## src/rtl/dft_bist_pkg.sv

```systemverilog
// rtl/dft_bist_pkg.sv - shared DFT/BIST types and default MISR constants
// Shared with the upstream LFSR pattern generator so both ends agree on polynomial/seed.
package dft_bist_pkg;

  typedef enum logic [1:0] {
    S_IDLE    = 2'd0,
    S_COMPACT = 2'd1,
    S_DONE    = 2'd2
  } bist_state_t;

  localparam int          MISR_SIG_W        = 16;
  localparam logic [15:0] MISR_POLY_DEFAULT = 16'h1021;
  localparam logic [15:0] MISR_SEED_DEFAULT = 16'h0000;

endpackage

```

## src/rtl/resp_misr_compactor_if.sv

```systemverilog
// rtl/resp_misr_compactor_if.sv - CUT response valid/ready channel
// Master is the pattern applicator side; slave is the compactor.
interface resp_misr_compactor_if #(
  parameter int WIDTH = 3
) ();

  logic             resp_valid;
  logic [WIDTH-1:0] resp_data;
  logic             resp_ready;

  modport master (
    output resp_valid,
    output resp_data,
    input  resp_ready
  );

  modport slave (
    input  resp_valid,
    input  resp_data,
    output resp_ready
  );

endinterface

```

## src/rtl/misr_reg.sv

```systemverilog
// rtl/misr_reg.sv - multiple-input signature register (Galois form)
// load_seed wins over shift_en so a restart never folds in a stray response.
module misr_reg
  import dft_bist_pkg::*;
#(
  parameter int               WIDTH = 3,
  parameter int               SIG_W = MISR_SIG_W,
  parameter logic [SIG_W-1:0] POLY  = MISR_POLY_DEFAULT,
  parameter logic [SIG_W-1:0] SEED  = MISR_SEED_DEFAULT
) (
  input  logic             clk,
  input  logic             rst,
  input  logic             load_seed,
  input  logic             shift_en,
  input  logic [WIDTH-1:0] data_in,
  output logic [SIG_W-1:0] sig
);

  logic [SIG_W-1:0] sig_q;
  logic [SIG_W-1:0] sig_step;
  logic [SIG_W-1:0] feedback;

  always_comb begin
    feedback = sig_q[SIG_W-1] ? POLY : '0;
    sig_step = (sig_q << 1) ^ feedback ^ SIG_W'(data_in);
  end

  always_ff @(posedge clk or posedge rst) begin
    if (rst) begin
      sig_q <= SEED;
    end else if (load_seed) begin
      sig_q <= SEED;
    end else if (shift_en) begin
      sig_q <= sig_step;
    end
  end

  assign sig = sig_q;

endmodule

```

## src/rtl/resp_misr_compactor.sv

```systemverilog
// rtl/resp_misr_compactor.sv - response compaction stage with golden signature compare
// Owns the session FSM, pattern counter and the end-of-session compare.
module resp_misr_compactor
  import dft_bist_pkg::*;
#(
  parameter int               WIDTH        = 3,
  parameter int               SIG_W        = MISR_SIG_W,
  parameter logic [SIG_W-1:0] POLY         = MISR_POLY_DEFAULT,
  parameter logic [SIG_W-1:0] SEED         = MISR_SEED_DEFAULT,
  parameter int               NUM_PATTERNS = 32,
  parameter int               CNT_W        = 16
) (
  input  logic                   clk,
  input  logic                   rst,
  input  logic                   start,
  resp_misr_compactor_if.slave   resp,
  input  logic [SIG_W-1:0]       golden_sig,
  output logic                   busy,
  output logic                   done,
  output logic                   pass,
  output logic [SIG_W-1:0]       signature,
  output logic [CNT_W-1:0]       pat_count
);

  localparam logic [CNT_W-1:0] LAST_CNT = CNT_W'(NUM_PATTERNS - 1);

  bist_state_t      state_q;
  bist_state_t      state_d;
  logic             session_start;
  logic             handshake;
  logic             last_handshake;
  logic             ready;
  logic [CNT_W-1:0] count_q;
  logic [SIG_W-1:0] golden_q;

  always_ff @(posedge clk or posedge rst) begin
    if (rst) begin
      state_q <= S_IDLE;
    end else begin
      state_q <= state_d;
    end
  end

  // ready depends on state only so the upstream handshake never forms a comb loop.
  always_comb begin
    state_d       = state_q;
    ready         = 1'b0;
    busy          = 1'b0;
    done          = 1'b0;
    session_start = 1'b0;
    case (state_q)
      S_IDLE: begin
        if (start) begin
          session_start = 1'b1;
          state_d       = S_COMPACT;
        end
      end
      S_COMPACT: begin
        ready = 1'b1;
        busy  = 1'b1;
        if (last_handshake) begin
          state_d = S_DONE;
        end
      end
      S_DONE: begin
        done = 1'b1;
        if (start) begin
          session_start = 1'b1;
          state_d       = S_COMPACT;
        end
      end
      default: begin
        state_d = S_IDLE;
      end
    endcase
  end

  assign handshake      = resp.resp_valid & ready;
  assign last_handshake = handshake && (count_q == LAST_CNT);
  assign resp.resp_ready = ready;

  always_ff @(posedge clk or posedge rst) begin
    if (rst) begin
      count_q <= '0;
    end else if (session_start) begin
      count_q <= '0;
    end else if (handshake) begin
      count_q <= count_q + 1'b1;
    end
  end

  // Golden value is captured at the final handshake; later changes are ignored.
  always_ff @(posedge clk or posedge rst) begin
    if (rst) begin
      golden_q <= '0;
    end else if (last_handshake) begin
      golden_q <= golden_sig;
    end
  end

  misr_reg #(
    .WIDTH (WIDTH),
    .SIG_W (SIG_W),
    .POLY  (POLY),
    .SEED  (SEED)
  ) u_misr (
    .clk       (clk),
    .rst       (rst),
    .load_seed (session_start),
    .shift_en  (handshake),
    .data_in   (resp.resp_data),
    .sig       (signature)
  );

  // Signature is frozen in DONE, so comparing against the captured golden is stable.
  assign pass      = done && (signature == golden_q);
  assign pat_count = count_q;

endmodule

```

## src/flat_wrapper.sv

```systemverilog
// flat-port wrapper written by rule: the top's interface ports become plain ports
module resp_misr_compactor_flat import dft_bist_pkg::*;
#(
  parameter int               WIDTH        = 3,
  parameter int               SIG_W        = MISR_SIG_W,
  parameter logic [SIG_W-1:0] POLY         = MISR_POLY_DEFAULT,
  parameter logic [SIG_W-1:0] SEED         = MISR_SEED_DEFAULT,
  parameter int               NUM_PATTERNS = 32,
  parameter int               CNT_W        = 16
)
  (clk, rst, start, golden_sig, busy, done, pass, signature, pat_count, resp_resp_valid, resp_resp_data, resp_resp_ready);
  resp_misr_compactor_if #(.WIDTH(WIDTH)) resp_i ();
  input  logic clk;
  input  logic rst;
  input  logic start;
  input  logic [SIG_W-1:0] golden_sig;
  output logic busy;
  output logic done;
  output logic pass;
  output logic [SIG_W-1:0] signature;
  output logic [CNT_W-1:0] pat_count;
  input wire logic [$bits(resp_i.resp_valid)-1:0] resp_resp_valid;
  input wire logic [$bits(resp_i.resp_data)-1:0] resp_resp_data;
  output wire logic [$bits(resp_i.resp_ready)-1:0] resp_resp_ready;
  assign resp_i.resp_valid = resp_resp_valid;
  assign resp_i.resp_data = resp_resp_data;
  assign resp_resp_ready = resp_i.resp_ready;
  resp_misr_compactor #(.WIDTH(WIDTH), .SIG_W(SIG_W), .POLY(POLY), .SEED(SEED), .NUM_PATTERNS(NUM_PATTERNS), .CNT_W(CNT_W)) u_core (.clk(clk), .rst(rst), .start(start), .resp(resp_i), .golden_sig(golden_sig), .busy(busy), .done(done), .pass(pass), .signature(signature), .pat_count(pat_count));
endmodule
```

## config.mk

```make
export PLATFORM = sky130hd
export DESIGN_NAME = resp_misr_compactor_flat
export DESIGN_NICKNAME = d
export VERILOG_FILES = /design/src/rtl/dft_bist_pkg.sv /design/src/rtl/resp_misr_compactor_if.sv /design/src/rtl/misr_reg.sv /design/src/rtl/resp_misr_compactor.sv /design/src/flat_wrapper.sv
export SDC_FILE = /design/constraint.sdc
export NUM_CORES = 1
export LEC_CHECK = 0
export ABC_AREA = 1
export CORE_MARGIN = 1.5
export CORE_UTILIZATION = 50
export CTS_CLUSTER_DIAMETER = 120
export DETAILED_ROUTE_END_ITERATION = 8
export DONT_BUFFER_PORTS = 1
export HOLD_SLACK_MARGIN = 0.1
export SETUP_SLACK_MARGIN = 0.5
export SLEW_MARGIN = 10
export SYNTH_ARGS = -nofsm -noshare
export SYNTH_HDL_FRONTEND = slang
export SYNTH_HIERARCHICAL = 1
export SYNTH_SLANG_ARGS = --single-unit
```

## constraint.sdc

```tcl
create_clock -name clk -period 2.01 [get_ports clk]
set_input_delay 0.201 -clock clk [delete_from_list [all_inputs] [get_ports clk]]
set_output_delay 0.201 -clock clk [all_outputs]
set_load 0.02 [all_outputs]
```

-- After elaboration in Yosys (flattened, before gate mapping)
Cells that the tools add are included.
- output and inout bits: 36
- word-level logic and storage cells: 32
- register bits: 50
- input port bits: 23
- $add $sub $neg: 1
- bitwise gates (word level): 3
- multiplexer cells: 12
- reductions and logical operators: 6
- equal/unequal tests: 6
- operators by type and width (operator ; number):
    $mux W16 ; 4
    $add A16 B1 Y16 const B ; 1
    $eq A16 B16 Y1 ; 1
    $eq A16 B5 Y1 const B ; 1
    $xor A16 B16 Y16 ; 1
    $xor A16 B3 Y16 ; 1
    $mux W13 ; 1
    $mux W1 ; 4
    $mux W2 ; 2
    $ne A2 B1 Y1 const B ; 2
    $pmux W2 S2 ; 1
    $eq A2 B1 Y1 const B ; 1
    $eq A2 B2 Y1 const B ; 1
    $logic_and A1 B1 Y1 ; 2
    $logic_not A2 Y1 ; 1
    $reduce_and A2 Y1 ; 1
    $reduce_bool A2 Y1 ; 1
    $reduce_or A2 Y1 ; 1
    $and A1 B1 Y1 ; 1

-- Logic depth before layout (Yosys ltp)
- depth in word-level cells: 6
- gate-level depth with buffers: 9
- depth with buffers taken out: 9

-- Hierarchy
Netlist, hierarchy kept.
- by module, submodules not included (module ; cells each ; times used ; area an instance (um2) ; seq. area each (um2)):
    resp_misr_compactor ; 283 ; 1 ; 2073.2 ; 850.8
    misr_reg ; 84 ; 1 ; 704.4 ; 400.4

-- Worst setup path after synthesis
No wires, ideal clock.
- path kind: register to register
- from: register u_core.count_q[1], in the netlist u_core/pat_count[1]
- to: register u_core.golden_q[1]
- clock period less this slack: 1.486 ns
- data required time: 1.893 ns
- cell stages (with the launch flop): 8
- data arrival time: 1.370 ns
- buffers on the path: 1
- setup time: 0.117 ns
- setup slack: 0.524 ns
- cell sequence: dfrtp_1 > ha_1 > nand3_1 > nor2_4 > nand3_4 > buf_6 > nand2_2 > o21ai_2
- word-level cells in the longest chain between the ends: 2
- ends and longest elaborated chain (element ; line ; source):
    from (decl) ; resp_misr_compactor.sv:33 ; logic [CNT_W-1:0] count_q;
    from (signal assigned) ; resp_misr_compactor.sv:88 ; count_q <= count_q + 1'b1;
    $eq A16 B5 Y1 ; resp_misr_compactor.sv:79 ; assign last_handshake = handshake && (count_q == LAST_CNT);
    $logic_and A1 B1 Y1 ; resp_misr_compactor.sv:79 ;
    to (signal assigned) ; resp_misr_compactor.sv:97 ; golden_q <= golden_sig;
    to (decl) ; resp_misr_compactor.sv:34 ; logic [SIG_W-1:0] golden_q;
No other way between the ends.
A chain may end at the register's enable or synchronous reset.

-- Worst setup path in the final report
- from: register u_core.u_misr.sig_q[15], in the netlist u_core/u_misr/sig[15]
- to: output pass
- word-level cells in the longest chain between the ends: 2
- ends and longest elaborated chain (element ; line ; source):
    from (decl) ; misr_reg.sv:19 ; logic [SIG_W-1:0] sig_q;
    from (signal assigned) ; misr_reg.sv:34 ; sig_q <= sig_step;
    $eq A16 B16 Y1 ; resp_misr_compactor.sv:116 ; assign pass = done && (signature == golden_q);
    $logic_and A1 B1 Y1 ; resp_misr_compactor.sv:116 ;
    to (decl) ; flat_wrapper.sv:19 ; output logic pass;
No other way between the ends.

==> flow_metrics.env <==
export IMPL_outcome="finished clean"
export IMPL_worstSkewPairLatency_ns=0.30
export IMPL_syn_area_per_cell_um2=7.569
export IMPL_ir_drop_uv=775.0
export IMPL_rsz0062_at_grt="true"
export IMPL_synth_nets=391
export IMPL_cts_tree="built"
export IMPL_drt_total_wl_um=6276
export IMPL_drv_cap=0
export IMPL_clkSlewWorstSetupHoldPaths_ns=0.09
export IMPL_netlist_area_mm2=0.002778
export IMPL_power_leakage_uw=0.001651
export IMPL_setup_tns_ns=0
export IMPL_arrival_ns=1.46
export IMPL_first_iter_violations=149
export IMPL_max_slew_margin=0.5749
export IMPL_initial_core_util=0.5303
export IMPL_power_uw=2964
export IMPL_start_kind="flip-flop"
export IMPL_wire_per_inst_um=13.27
export IMPL_firstDrtPassIters=7
export IMPL_antenna_cells=0
export IMPL_dp_hpwl_um=4310
export IMPL_viasPerCell=4.909
export IMPL_finalMaxSlewViolations=0
export IMPL_cts_root_buf="clkbuf_8"
export IMPL_pin_count=59
export IMPL_area_delta_synth_final_pct=19.73
export IMPL_fin_skew_ns=0.009692
export IMPL_drc=0
export IMPL_syn_inst=367
export IMPL_post_route_period_util=0.8249
export IMPL_post_synth_num_cell_types=29
export IMPL_grt_max_degree=35
export IMPL_fin_crit_ns=1.658
export IMPL_dieWidth_um=77.54
export IMPL_grt_pass1_wl_um=10480
export IMPL_h_tree_depth=2
export IMPL_cp_end_kind="primary output"
export IMPL_grt_overflow=0
export IMPL_grt_usage=0.2193
export IMPL_min_path_type="in2reg"
export IMPL_gp_congestion=0.8358
export IMPL_tightestPinTransition_ns=0.6370
export IMPL_hold_viol=0
export IMPL_ys_seq_elements=50
export IMPL_die_area_mm2=0.006012
export IMPL_synth_top_area_share=0.4505
export IMPL_synth_most_common_cell="nand2_1"
export IMPL_synth_flop_cell="dfrtp_1"
export IMPL_cts_buffers=5
export IMPL_final_antenna_net_count=0
export IMPL_seqCellArea_mm2=0.001276
export IMPL_required_ns=1.81
export IMPL_setup_violations=0
export IMPL_fillers=462
export IMPL_num_rows=26
export IMPL_synth_async_reset_ratio=1.000
export IMPL_layout_nets=426
export IMPL_yosysTopAreaCell="dfrtp_1"
export IMPL_drive_gt1_frac=0.2333
export IMPL_multi_input_area_mm2=0.001270
export IMPL_place_port_buffers=0
export IMPL_path_max_fanout=6
export IMPL_vias=2322
export IMPL_worstSetupPathType="reg2out"
export IMPL_synth_area_leaders="dfrtp_1 (45%), nand2_1 (14%), inv_1 (9.1%), nor2_1 (5.3%), o21ai_2 (5.0%)"
export IMPL_antenna_found_initial=0
export IMPL_cts_sinks=50
export IMPL_ys_warn_count=6
export IMPL_cts_path_max_buffers=2
export IMPL_powerDensity_mw_per_mm2=891.2
export IMPL_synth_edff_count=0
export IMPL_yosysSeqAreaShare=0.4505
export IMPL_fmax_mhz=603.1
export IMPL_die_h_um=77.54
export IMPL_grt_pass1_vias=2305
export IMPL_core_area_mm2=0.005238
export IMPL_synth_common_cells="nand2_1 (104), inv_1 (67), dfrtp_1 (50), nor2_1 (39), nand3_1 (21)"
-- metal layers --
| metal | track usage | wire length (um) |
|---|---|---|
| met1 | 0.2491 | 2679 |
| met4 | 0.07818 | 89 |
| met5 | 0 | 0 |
| met2 | 0.3939 | 3212 |
| met3 | 0.05882 | 294 |
-- cell usage in the layout, fill, tap and decap left out, types with 3 or more instances in the layout --
cell type,instances
xor2_1,3
nor2_1,34
nor2_4,7
buf_4,10
inv_2,5
o21ai_2,16
o21ai_0,18
nand3_1,20
nand2_1,100
a21oi_1,6
dfrtp_1,30
nand2_2,17
dlygate4sd3_1,21
clkbuf_8,5
inv_1,64
dfrtp_2,20
nand4_1,3
nor2_2,4
-- where the power goes --
| group | switching (uW) | leakage (uW) | total [uW] | internal, uW |
|---|---|---|---|---|
| sequential | 391 | 0.000646 | 1570 | 1180 |
| combinational | 421 | 0.000952 | 698 | 278 |
| clock | 322 | 0.0000524 | 695 | 373 |
-- cell families after synthesis --
family	share of synthesized area
AO/OA/AOI/OAI	0.09910
XOR/XNOR	0.01577
adder cells (fa/ha/maj)	0.004504
buffers and inverters	0.1162
flip-flops	0.4505
AND/OR/NAND/NOR	0.3140
-- through the flow --
| stage | util | setup WS [ns] | area [um^2] | std cells | hold WS [ns] |
|---|---|---|---|---|---|
| finish | 0.6350 | 0.3520 | 3326 | 473 | 0.1140 |
| global route | 0.6350 | 0.2890 | 3326 | 473 | 0.1373 |
| CTS | 0.6151 | 0.3436 | 3222 | 470 | 0.1016 |
| detailed placement | 0.5485 | 0.3657 | 2873 | 440 | 0.2117 |
| global placement | 0.5485 | 0.4254 | 2873 | 440 | 0.2070 |
| floorplan | - | 0.5237 | 2778 | 367 | 0.1147 |
-- cell type report --
cell class / instances / area share
Inverter: 70 / 0.07976
Tap cell: 70 / 0.02634
Sequential cell: 50 / 0.3837
Clock inverter: 1 / 0.009029
Timing Repair Buffer: 33 / 0.09631
Multi-Input combinational cell: 242 / 0.3819
Clock buffer: 7 / 0.02295
-- what timing repair did --
item / CTS / global route
setup endpoints to repair: 19 / 39
resized for setup: 15 / 31
hold endpoints to repair: 70 / 0
pin swaps: 7 / 9
hold buffers: 21 / 0
gates cloned: 0 / 1
setup buffers: 1 / 2
-- critical path, cell delays in order (launching register included) --
cell and delay [ns]:
dfrtp_1 0.54, xor2_1 0.20, nor2_1 0.10, nand3_1 0.12, nor2_4 0.20
-- flip-flops by register name (all words and copies together) (netlist names) --
name,flops
u_core/pat_count,16
u_core/golden_q,16
u_core/u_misr/sig,16
u_core/state_q,2
-- worst paths after layout --
kind                                  startpoint               endpoint  slack [ns]  depth (start not counted)
max                        u_core/u_misr/sig[15]                   pass        0.35                          4
min                            resp_resp_data[2]   u_core/u_misr/sig[2]        0.11                          4
max reg2reg                    u_core/state_q[0]  u_core/u_misr/sig[15]        0.61                          8
min reg2reg                  u_core/golden_q[14]    u_core/golden_q[14]        0.49                          2
max in group asynchronous                    rst  u_core/u_misr/sig[10]        1.10                          2
min in group asynchronous                    rst   u_core/u_misr/sig[4]        0.45                          2
(Power assumes the default switching activity.)
